`config.mk`:
```
export PLATFORM = sky130hd
export DESIGN_NAME = addr_seq
export DESIGN_NICKNAME = d
export VERILOG_FILES = /design/src/rtl/addr_seq.sv
export SDC_FILE = /design/constraint.sdc
export NUM_CORES = 1
export LEC_CHECK = 0
export CORE_ASPECT_RATIO = 1.1
export CORE_MARGIN = 2
export CORE_UTILIZATION = 45
export CTS_BUF_LIST = sky130_fd_sc_hd__clkbuf_8
export DETAILED_ROUTE_END_ITERATION = 12
export GPL_ROUTABILITY_DRIVEN = 0
export PLACE_DENSITY = 0.67
export SLEW_MARGIN = 30
export SYNTH_ARGS = -nofsm -noshare
export SYNTH_HDL_FRONTEND = slang
export SYNTH_SLANG_ARGS = --single-unit
```
`constraint.sdc`:
```
create_clock -name clk -period 7.3 [get_ports clk]
set_input_delay 1.46 -clock clk [delete_from_list [all_inputs] [get_ports clk]]
set_output_delay 1.46 -clock clk [all_outputs]
set_load 0.02 [all_outputs]
```
`src/rtl/addr_seq.sv`:
```
// Address sequencer: latches an inclusive window on start and steps the ROM address
// from start to finish, holding each address for TICK_DIV cycles, with loop and abort.
module addr_seq #(
  parameter int ADDR_W   = 8,
  parameter int TICK_DIV = 1000,
  parameter int DIV_W    = 16
) (
  input  logic              clk,
  input  logic              rst,
  input  logic              start,
  input  logic              abort,
  input  logic              loop_en,
  input  logic [ADDR_W-1:0] addr_start,
  input  logic [ADDR_W-1:0] addr_finish,
  output logic [ADDR_W-1:0] addr_out,
  output logic              addr_valid,
  output logic              busy,
  output logic              done,
  output logic              err
);

  typedef enum logic {IDLE = 1'b0, RUN = 1'b1} state_t;

  localparam logic [DIV_W-1:0] CNT_LAST = DIV_W'(TICK_DIV - 1);

  state_t            state_reg, state_next;
  logic [ADDR_W-1:0] addr_reg, addr_next;
  logic [ADDR_W-1:0] lo_reg, lo_next;
  logic [ADDR_W-1:0] hi_reg, hi_next;
  logic [DIV_W-1:0]  cnt_reg, cnt_next;
  logic              valid_reg, valid_next;
  logic              done_reg, done_next;
  logic              err_reg, err_next;
  logic              dwell_end;
  logic              at_finish;
  logic              window_ok;

  assign dwell_end = (cnt_reg == CNT_LAST);
  // End of window is detected by equality, so finish = all-ones never wraps.
  assign at_finish = (addr_reg == hi_reg);
  assign window_ok = (addr_start <= addr_finish);

  always_ff @(posedge clk) begin
    if (rst) begin
      state_reg <= IDLE;
      addr_reg  <= '0;
      lo_reg    <= '0;
      hi_reg    <= '0;
      cnt_reg   <= '0;
      valid_reg <= 1'b0;
      done_reg  <= 1'b0;
      err_reg   <= 1'b0;
    end else begin
      state_reg <= state_next;
      addr_reg  <= addr_next;
      lo_reg    <= lo_next;
      hi_reg    <= hi_next;
      cnt_reg   <= cnt_next;
      valid_reg <= valid_next;
      done_reg  <= done_next;
      err_reg   <= err_next;
    end
  end

  always_comb begin
    state_next = state_reg;
    case (state_reg)
      IDLE: if (start && !abort && window_ok) state_next = RUN;
      RUN: begin
        if (abort) state_next = IDLE;
        else if (dwell_end && at_finish && !loop_en) state_next = IDLE;
      end
      default: state_next = IDLE;
    endcase
  end

  always_comb begin
    addr_next  = addr_reg;
    lo_next    = lo_reg;
    hi_next    = hi_reg;
    cnt_next   = cnt_reg;
    valid_next = 1'b0;
    done_next  = 1'b0;
    err_next   = 1'b0;
    case (state_reg)
      IDLE: begin
        // abort dominates start; a reversed window only raises err
        if (start && !abort) begin
          if (window_ok) begin
            lo_next    = addr_start;
            hi_next    = addr_finish;
            addr_next  = addr_start;
            cnt_next   = '0;
            valid_next = 1'b1;
          end else begin
            err_next = 1'b1;
          end
        end
      end
      RUN: begin
        if (abort) begin
          addr_next = '0;
          cnt_next  = '0;
        end else if (dwell_end) begin
          cnt_next = '0;
          if (!at_finish) begin
            addr_next  = addr_reg + 1'b1;
            valid_next = 1'b1;
          end else if (loop_en) begin
            addr_next  = lo_reg;
            valid_next = 1'b1;
          end else begin
            done_next = 1'b1;
          end
        end else begin
          cnt_next = cnt_reg + 1'b1;
        end
      end
      default: ;
    endcase
  end

  assign addr_out   = addr_reg;
  assign addr_valid = valid_reg;
  assign busy       = (state_reg == RUN);
  assign done       = done_reg;
  assign err        = err_reg;

endmodule

```
Word level (Yosys, flattened, before mapping)
Cells that the tools add are included.
- register bits: 44
- bits in latches: 0
- memory bits (writable): 0
- bits in read-only memories: 0
- input bits: 21
- memories kept: 0
- add/subtract/negate cells: 2
- multiply operators: 0
- div/mod/pow operators: 0
- order comparisons: 1
- eq/ne operators: 6
- shift operators: 0
- multiplexer cells: 25
- bitwise gates (word level): 4
- reduce and logical (&&, ||, !) cells: 11
- operators with widths (kind ; count):
    $mux W16 ; 4
    $mux W8 ; 6
    $pmux W16 S2 ; 1
    $add A16 B1 Y16 const B ; 1
    $eq A16 B10 Y1 const B ; 1
    $pmux W8 S2 ; 1
    $mux W1 ; 11
    $add A8 B1 Y8 const B ; 1
    $eq A8 B8 Y1 ; 1
    $le A8 B8 Y1 ; 1
    $reduce_or A5 Y1 ; 1
    $logic_and A1 B1 Y1 ; 4
    $ne A2 B2 Y1 const B ; 2
    $ne A4 B4 Y1 const B ; 1
    $not A1 Y1 ; 4
    $pmux W1 S2 ; 2
    $reduce_and A4 Y1 ; 1
    $ne A3 B2 Y1 const B ; 1
    $reduce_and A3 Y1 ; 1
    $reduce_or A3 Y1 ; 1
    $logic_not A1 Y1 ; 2
    $reduce_and A2 Y1 ; 1

Longest topological paths before layout
Gate-level depths: netlist of run 1.
- depth in word-level cells: 6
- mapped depth: 10
- mapped depth without buffers: 8

Least setup slack after synthesis of run 1
OpenSTA, ideal clock, no wires.
- path kind: input-to-reg
- start point: in addr_finish[5]
- end point: reg addr_reg[1], in the netlist addr_out[1]
- library setup time: 0.140 ns
- arrival: 3.305 ns
- required time: 7.160 ns
- slack: 3.855 ns
- stages on the path: 10
- cell sequence: inv_1 -> ha_1 -> a21oi_1 -> nor2_1 -> a2111oi_0 -> a21o_1 -> clkbuf_1 -> and2_4 -> buf_12 -> a211oi_2
- cells in the longest elaborated chain, start to end: 3
- ends and longest elaborated chain (what ; RTL line ; source):
    start: declaration ; 14 ; input logic [ADDR_W-1:0] addr_finish,
    $le A8 B8 Y1 ; 41 ; assign window_ok = (addr_start <= addr_finish);
    $ne A2 B2 Y1 (no line) ; n/a ;
    $reduce_and A4 Y1 (no line) ; n/a ;
    end signal: assignment ; 55 ; addr_reg <= addr_next;
    end: declaration ; 27 ; logic [ADDR_W-1:0] addr_reg, addr_next;
No other way between the ends.
A chain may end at the register's enable or synchronous reset.

Worst setup path after layout of run 1
- start point: in addr_finish[5]
- end point: reg addr_reg[6], in the netlist addr_out[6]
Same word-level chain as after synthesis.

==> metrics.yaml, run 1 <==
tritoncts: "built"
nets: 354
tightest_slew_ns: 0.817
ys_types: 43
finalCriticalPeriod_ns: 3.81
crit_type: "in2reg"
dr.pass1.iters: 4
cts_resized: 0
syn_area_per_cell_um2: 8.38
largest_reg_flops: 16
n_fill_cell: 531
die_w_um: 75.3
synthFlopType: "dfxtp_1"
clockBufferDepth: 2
rsz0062_at_grt: "false"
htreeDepth: 2
fp.dieArea_um2: 6200
synthCells: 300
drtIter0Drc: 158
io_pins: 33
skew_ns: 0.0130
diodes: 0
grt_pass1_vias: 2034
status: "completed"
antenna_found_initial: 0
synth.largest_area_cell: "dfxtp_1"
cp_slowest_cell: "a2111oi_1"
start_util_pct: 46.6
wl_mm: 6.17
drive_gt1_share_pct: 10.5
numPortBuffers: 32
grt_pass1_wl_mm: 10.2
ys_ff_latch: 44
synth_edf_count: 0
numCtsBuffers: 5
powerDensity_nw_per_um2: 182
crit_path_start_kind: "primary input"
syn_to_final_growth_pct: 16.7
fin_crit_sh_pct: 52.1
fmaxAchievable_ghz: 0.263
via_count: 2284
die_h_um: 82.4
yosysSeqAreaShare_pct: 35.0
detail_route.vias_per_cell: 5.74
drc: 0
cts_setup_buffers: 0
required_ns: 7.46
syn_area_um2: 2510
ctsHoldBuffers: 0
critPathMaxStageDelay_ns: 0.71
clkSlewWorstSetupHoldPaths_ns: 0.08
leakage_nw: 1.08
dp_hpwl_mm: 4.28
post_dp_cell_area_um2: 2850
worstPathArrival_ns: 3.97
clkLatencyLatePin_ns: 0.30
maxCapViolations: 0
crit_fanout: 10
maxSlewHeadroom_pct: 45.4
grt_max_degree: 38
hold_violations: 0
root_buffer: "clkbuf_8"
synth_area_leaders: "dfxtp_1 35%, a21oi_1 7.2%, o21ai_0 6.2%, nand3_1 5.4%, ha_1 5.0%"
crit_chain: "clkdlybuf4s50_1 > inv_1 > ha_1 > a21oi_1 > nor2_1 > a2111oi_1 > a21o_1 > and2_4 > a211oi_2"
cts.sinks: 44
hold_class: "reg2reg"
fin_setup_tns_ns: 0
crit_path_end_kind: "register"
async_reset_ff_share_pct: 0
reg2regPathDepth: 7
fin_area_um2: 2930
final-setup-viol-count: 0
synth.top_cell.area_share_pct: 35.0
synth.net_count: 331
antenna_left: 0
whs_path_depth: 2
maxSlewViolCount: 0
num_rows: 28
yosysWarnings: 0
wl_per_cell_um: 15.5
core_um2: 5400
grt_use_total_pct: 21.6
peakVddDrop_mv: 0.0730
gr-total-overflow: 0
==> power breakdown <==
group	total (mW)	internal, mW	switching (mW)
combinational	0.121	0.0539	0.0670
clock	0.150	0.0649	0.0852
sequential	0.263	0.250	0.0130
==> layout by cell type, fill, tap and decap left out, types with 6 or more instances in the layout <==
| master | netlist | final |
|---|---|---|
| nor2_1 | 17 | 15 |
| and3_1 | 9 | 9 |
| xor2_1 | 12 | 12 |
| a211oi_2 | 8 | 9 |
| clkdlybuf4s50_1 | 0 | 32 |
| dfxtp_1 | 44 | 44 |
| inv_1 | 12 | 12 |
| a22oi_1 | 7 | 7 |
| nand4_1 | 6 | 6 |
| ha_1 | 10 | 10 |
| nand3_1 | 27 | 27 |
| o21ai_0 | 31 | 31 |
| mux2_2 | 7 | 7 |
| nand2_1 | 9 | 9 |
| a21oi_1 | 36 | 35 |
==> critical path: cells and delay by family <==
family | cells | cell delay [ns]
simple gates | 2 | 0.35
compound gates | 4 | 1.33
buf+inv | 2 | 0.54
fa+ha+maj | 1 | 0.28
==> metal layers <==
layer | track usage, % | vias up | share of wire, %
met5 | 0 | - | 0
met1 | 31.3 | 1057 | 48
met2 | 31.4 | 72 | 44
met3 | 4.73 | 8 | 5.8
li1 | - | 1147 | -
met4 | 7.54 | 0 | 1.8
==> cell usage after synthesis (3+ instances only) <==
library cell	number
dfxtp_1	44
inv_1	12
a21o_1	3
nor2_1	17
nand2b_1	3
xor2_1	12
a21oi_1	36
o31ai_1	5
nand2_1	9
ha_1	10
mux2_2	7
nor4_1	4
a211oi_2	8
xnor2_1	5
nand3_1	27
and3_1	9
clkbuf_1	12
o21ai_0	31
nand4_1	6
a22oi_1	7
==> logic make-up after synthesis <==
logic type,Yosys count,synth area share [%]
DFF,44,35.0
and+or+nand+nor,92,20.0
buffers and inverters,29,5.72
muxes,7,3.14
adders and majority gates,10,4.98
xor gates and xnor gates,17,5.92
AOI/OAI and AO/OA,101,25.2
==> through the flow <==
stage	hold WS [ns]	util [%]	instances	worst slack [ns]	total power [mW]
after CTS	0.478	54.2	398	3.36	0.537
after global routing	0.495	54.4	398	3.27	0.559
after floorplan	0.434	-	300	3.85	0.348
after global placement	0.459	52.6	391	3.15	0.387
final	0.476	54.4	398	3.49	0.534
after detailed placement	0.466	52.7	391	3.07	0.388
==> worst paths after layout <==
| kind | from | to | slack, ns |
|---|---|---|---|
| worst max register to register | cnt_reg[0] | addr_out[6] | 4.53 |
| worst max-delay path | addr_finish[5] | addr_out[6] | 3.49 |
| worst min-delay path | lo_reg[2] | lo_reg[2] | 0.48 |
| worst min register to register | lo_reg[2] | lo_reg[2] | 0.48 |
==> final cells by class <==
type                       instances  area (um^2)  area share [%]
sequential                        44          881            30.0
clock inverter                     2         12.5           0.427
timing repair buffer              33          328            11.2
clock buffer                       5         68.8            2.35
inverter                          12         45.0            1.54
multi-input combinational        227         1500            51.3
tap                               75         93.8            3.20
Power figures use the tool's default switching activity.
==> run 2: changes to the inputs <==
PLACE_DENSITY = 0.7   (was 0.67)
clock period = 3.1 ns   (was 7.3 ns; I/O delays follow)
==> metrics.yaml, run 2 (same netlist as run 1, synthesis figures left out) <==
status: "completed"
drtIter0Drc: 206  # +30%
layout_setup_ws_ns: 0.336  # -3.16 ns
antenna_left: 0  # unchanged
clkSlewWorstSetupHoldPaths_ns: 0.08  # about the same
rsz0062_at_grt: "false"
fin_crit_sh_pct: 89.2
maxSlewViolCount: 0  # unchanged
mostFrequentLayoutCell: "dfxtp_1"
maxSlewHeadroom_pct: 56.4  # +11 points
largest_reg_flops: 16  # unchanged
clkLatencyLatePin_ns: 0.30  # about the same
pre_cts_ws_ns: -0.00501  # -3.07 ns
die_h_um: 82.4  # unchanged
final-seq-area_um2: 881  # unchanged
peakVddDrop_mv: 0.220  # +200%
critPathMaxStageDelay_ns: 0.47  # -0.24 ns
cts.sinks: 44  # unchanged
antenna_found_initial: 0  # unchanged
path_buf_inv: 3  # +1
worstPathArrival_ns: 2.98  # -0.99 ns
io_pins: 33  # unchanged
cp_slowest_cell: "clkdlybuf4s50_1"
powerDensity_nw_per_um2: 419  # +130%
fin_area_um2: 3010  # +2.5%
start_util_pct: 46.6  # unchanged
final_cell_mix: "44 x dfxtp_1, 35 x a21oi_1, 32 x clkdlybuf4s50_1"
numCtsBuffers: 5  # unchanged
detail_route.vias_per_cell: 5.74  # about the same
multi_input_area_um2: 1500  # -0.42%
via_count: 2346  # +2.7%
reg2reg_setup_slack_ns: 0.36  # -4.17 ns
wl_mm: 6.04  # -2.1%
wl_per_cell_um: 14.8  # -4.7%
leakage_nw: 1.14  # +5.6%
crit_family: "compound AO/OA/AOI/OAI gates"
required_ns: 3.32  # -4.14 ns
crit_path_end_kind: "register"
cts_resized: 0  # unchanged
dr.pass1.iters: 4  # unchanged
hold_class: "reg2reg"
tritoncts: "built"
crit_chain: "clkdlybuf4s50_1 > ha_1 > a21oi_1 > nor2_1 > a2111oi_0 > buf_4 > a21o_1 > buf_4 > a21oi_1 > a211oi_2"
top_usage_layer: "met1"
maxCapViolations: 0  # unchanged
ctsHoldBuffers: 0  # unchanged
htreeDepth: 2  # unchanged
root_buffer: "clkbuf_8"
cts_setup_buffers: 0  # unchanged
finalCriticalPeriod_ns: 2.76
drive_gt1_share_pct: 12.3  # +1.7 points
crit_fanout: 6  # -4
core_um2: 5400  # unchanged
crit_path_start_kind: "primary input"
grtUsageMet3_pct: 4.73  # unchanged
grt_use_total_pct: 21.6  # +0.050 points
final-setup-viol-count: 0  # unchanged
fmaxAchievable_ghz: 0.362
die_w_um: 75.3  # unchanged
nets: 364  # +2.8%
diodes: 0  # unchanged
tightest_slew_ns: 0.653  # -0.165 ns
grt_pass1_vias: 2169  # +6.6%
num_rows: 28  # unchanged
drc: 0  # unchanged
syn_to_final_growth_pct: 19.6
fp.dieArea_um2: 6200  # unchanged
n_fill_cell: 570  # +7.3%
grt_pass1_wl_mm: 10.4  # +2.0%
post_dp_cell_area_um2: 2920  # +2.5%
utilization_pct: 55.7  # +1.3 points
clockBufferDepth: 2  # unchanged
skew_ns: 0.00852  # -0.00451 ns
gr-usage-met1_pct: 31.7  # +0.37 points
grt_max_degree: 18  # -53%
gr-total-overflow: 0  # unchanged
numPortBuffers: 32  # unchanged
met2_usage_pct: 31.1  # -0.35 points
dp_hpwl_mm: 4.48  # +4.6%
crit_type: "in2reg"
hold_violations: 0  # unchanged
[run 2: worst paths after layout]
path,start,cells past startpoint,endpoint
setup / recovery,addr_start[5],10,addr_out[4]
hold reg to reg,cnt_reg[9],1,cnt_reg[9]
hold / removal,cnt_reg[9],1,cnt_reg[9]
setup reg to reg,cnt_reg[0],7,addr_out[1]
[run 2: per-stage QoR]
stage          setup TNS (ns)  hold WS (ns)  cells  power, mW
6_report                    0         0.478    409       1.26
3_5_place_dp         -0.00595         0.465    401      0.919
2_1_floorplan               0         0.434    300      0.819
3_3_place_gp           -0.741         0.456    401      0.916
5_1_grt                     0         0.495    409       1.34
4_1_cts                     0         0.480    409       1.27
[run 2: power breakdown]
group / internal (mW) / switching [mW] / total (mW)
logic: 0.137 / 0.155 / 0.292
clock network: 0.155 / 0.195 / 0.350
registers: 0.588 / 0.0298 / 0.617
total: 0.879 / 0.380 / 1.26
[run 2: metal layers]
metal | vias up | part of all wire, %
met5 | - | 0
met4 | 0 | 1.8
met3 | 11 | 5.0
met2 | 65 | 44
met1 | 1097 | 49
li1 | 1173 | -
[run 2: cell type report]
type | count | area share [%]
multi-input combinational | 227 | 49.8
timing repair buffer | 43 | 13.4
clock buffer | 5 | 2.29
clock inverter | 3 | 0.541
sequential | 44 | 29.3
tap | 75 | 3.12
inverter | 12 | 1.50
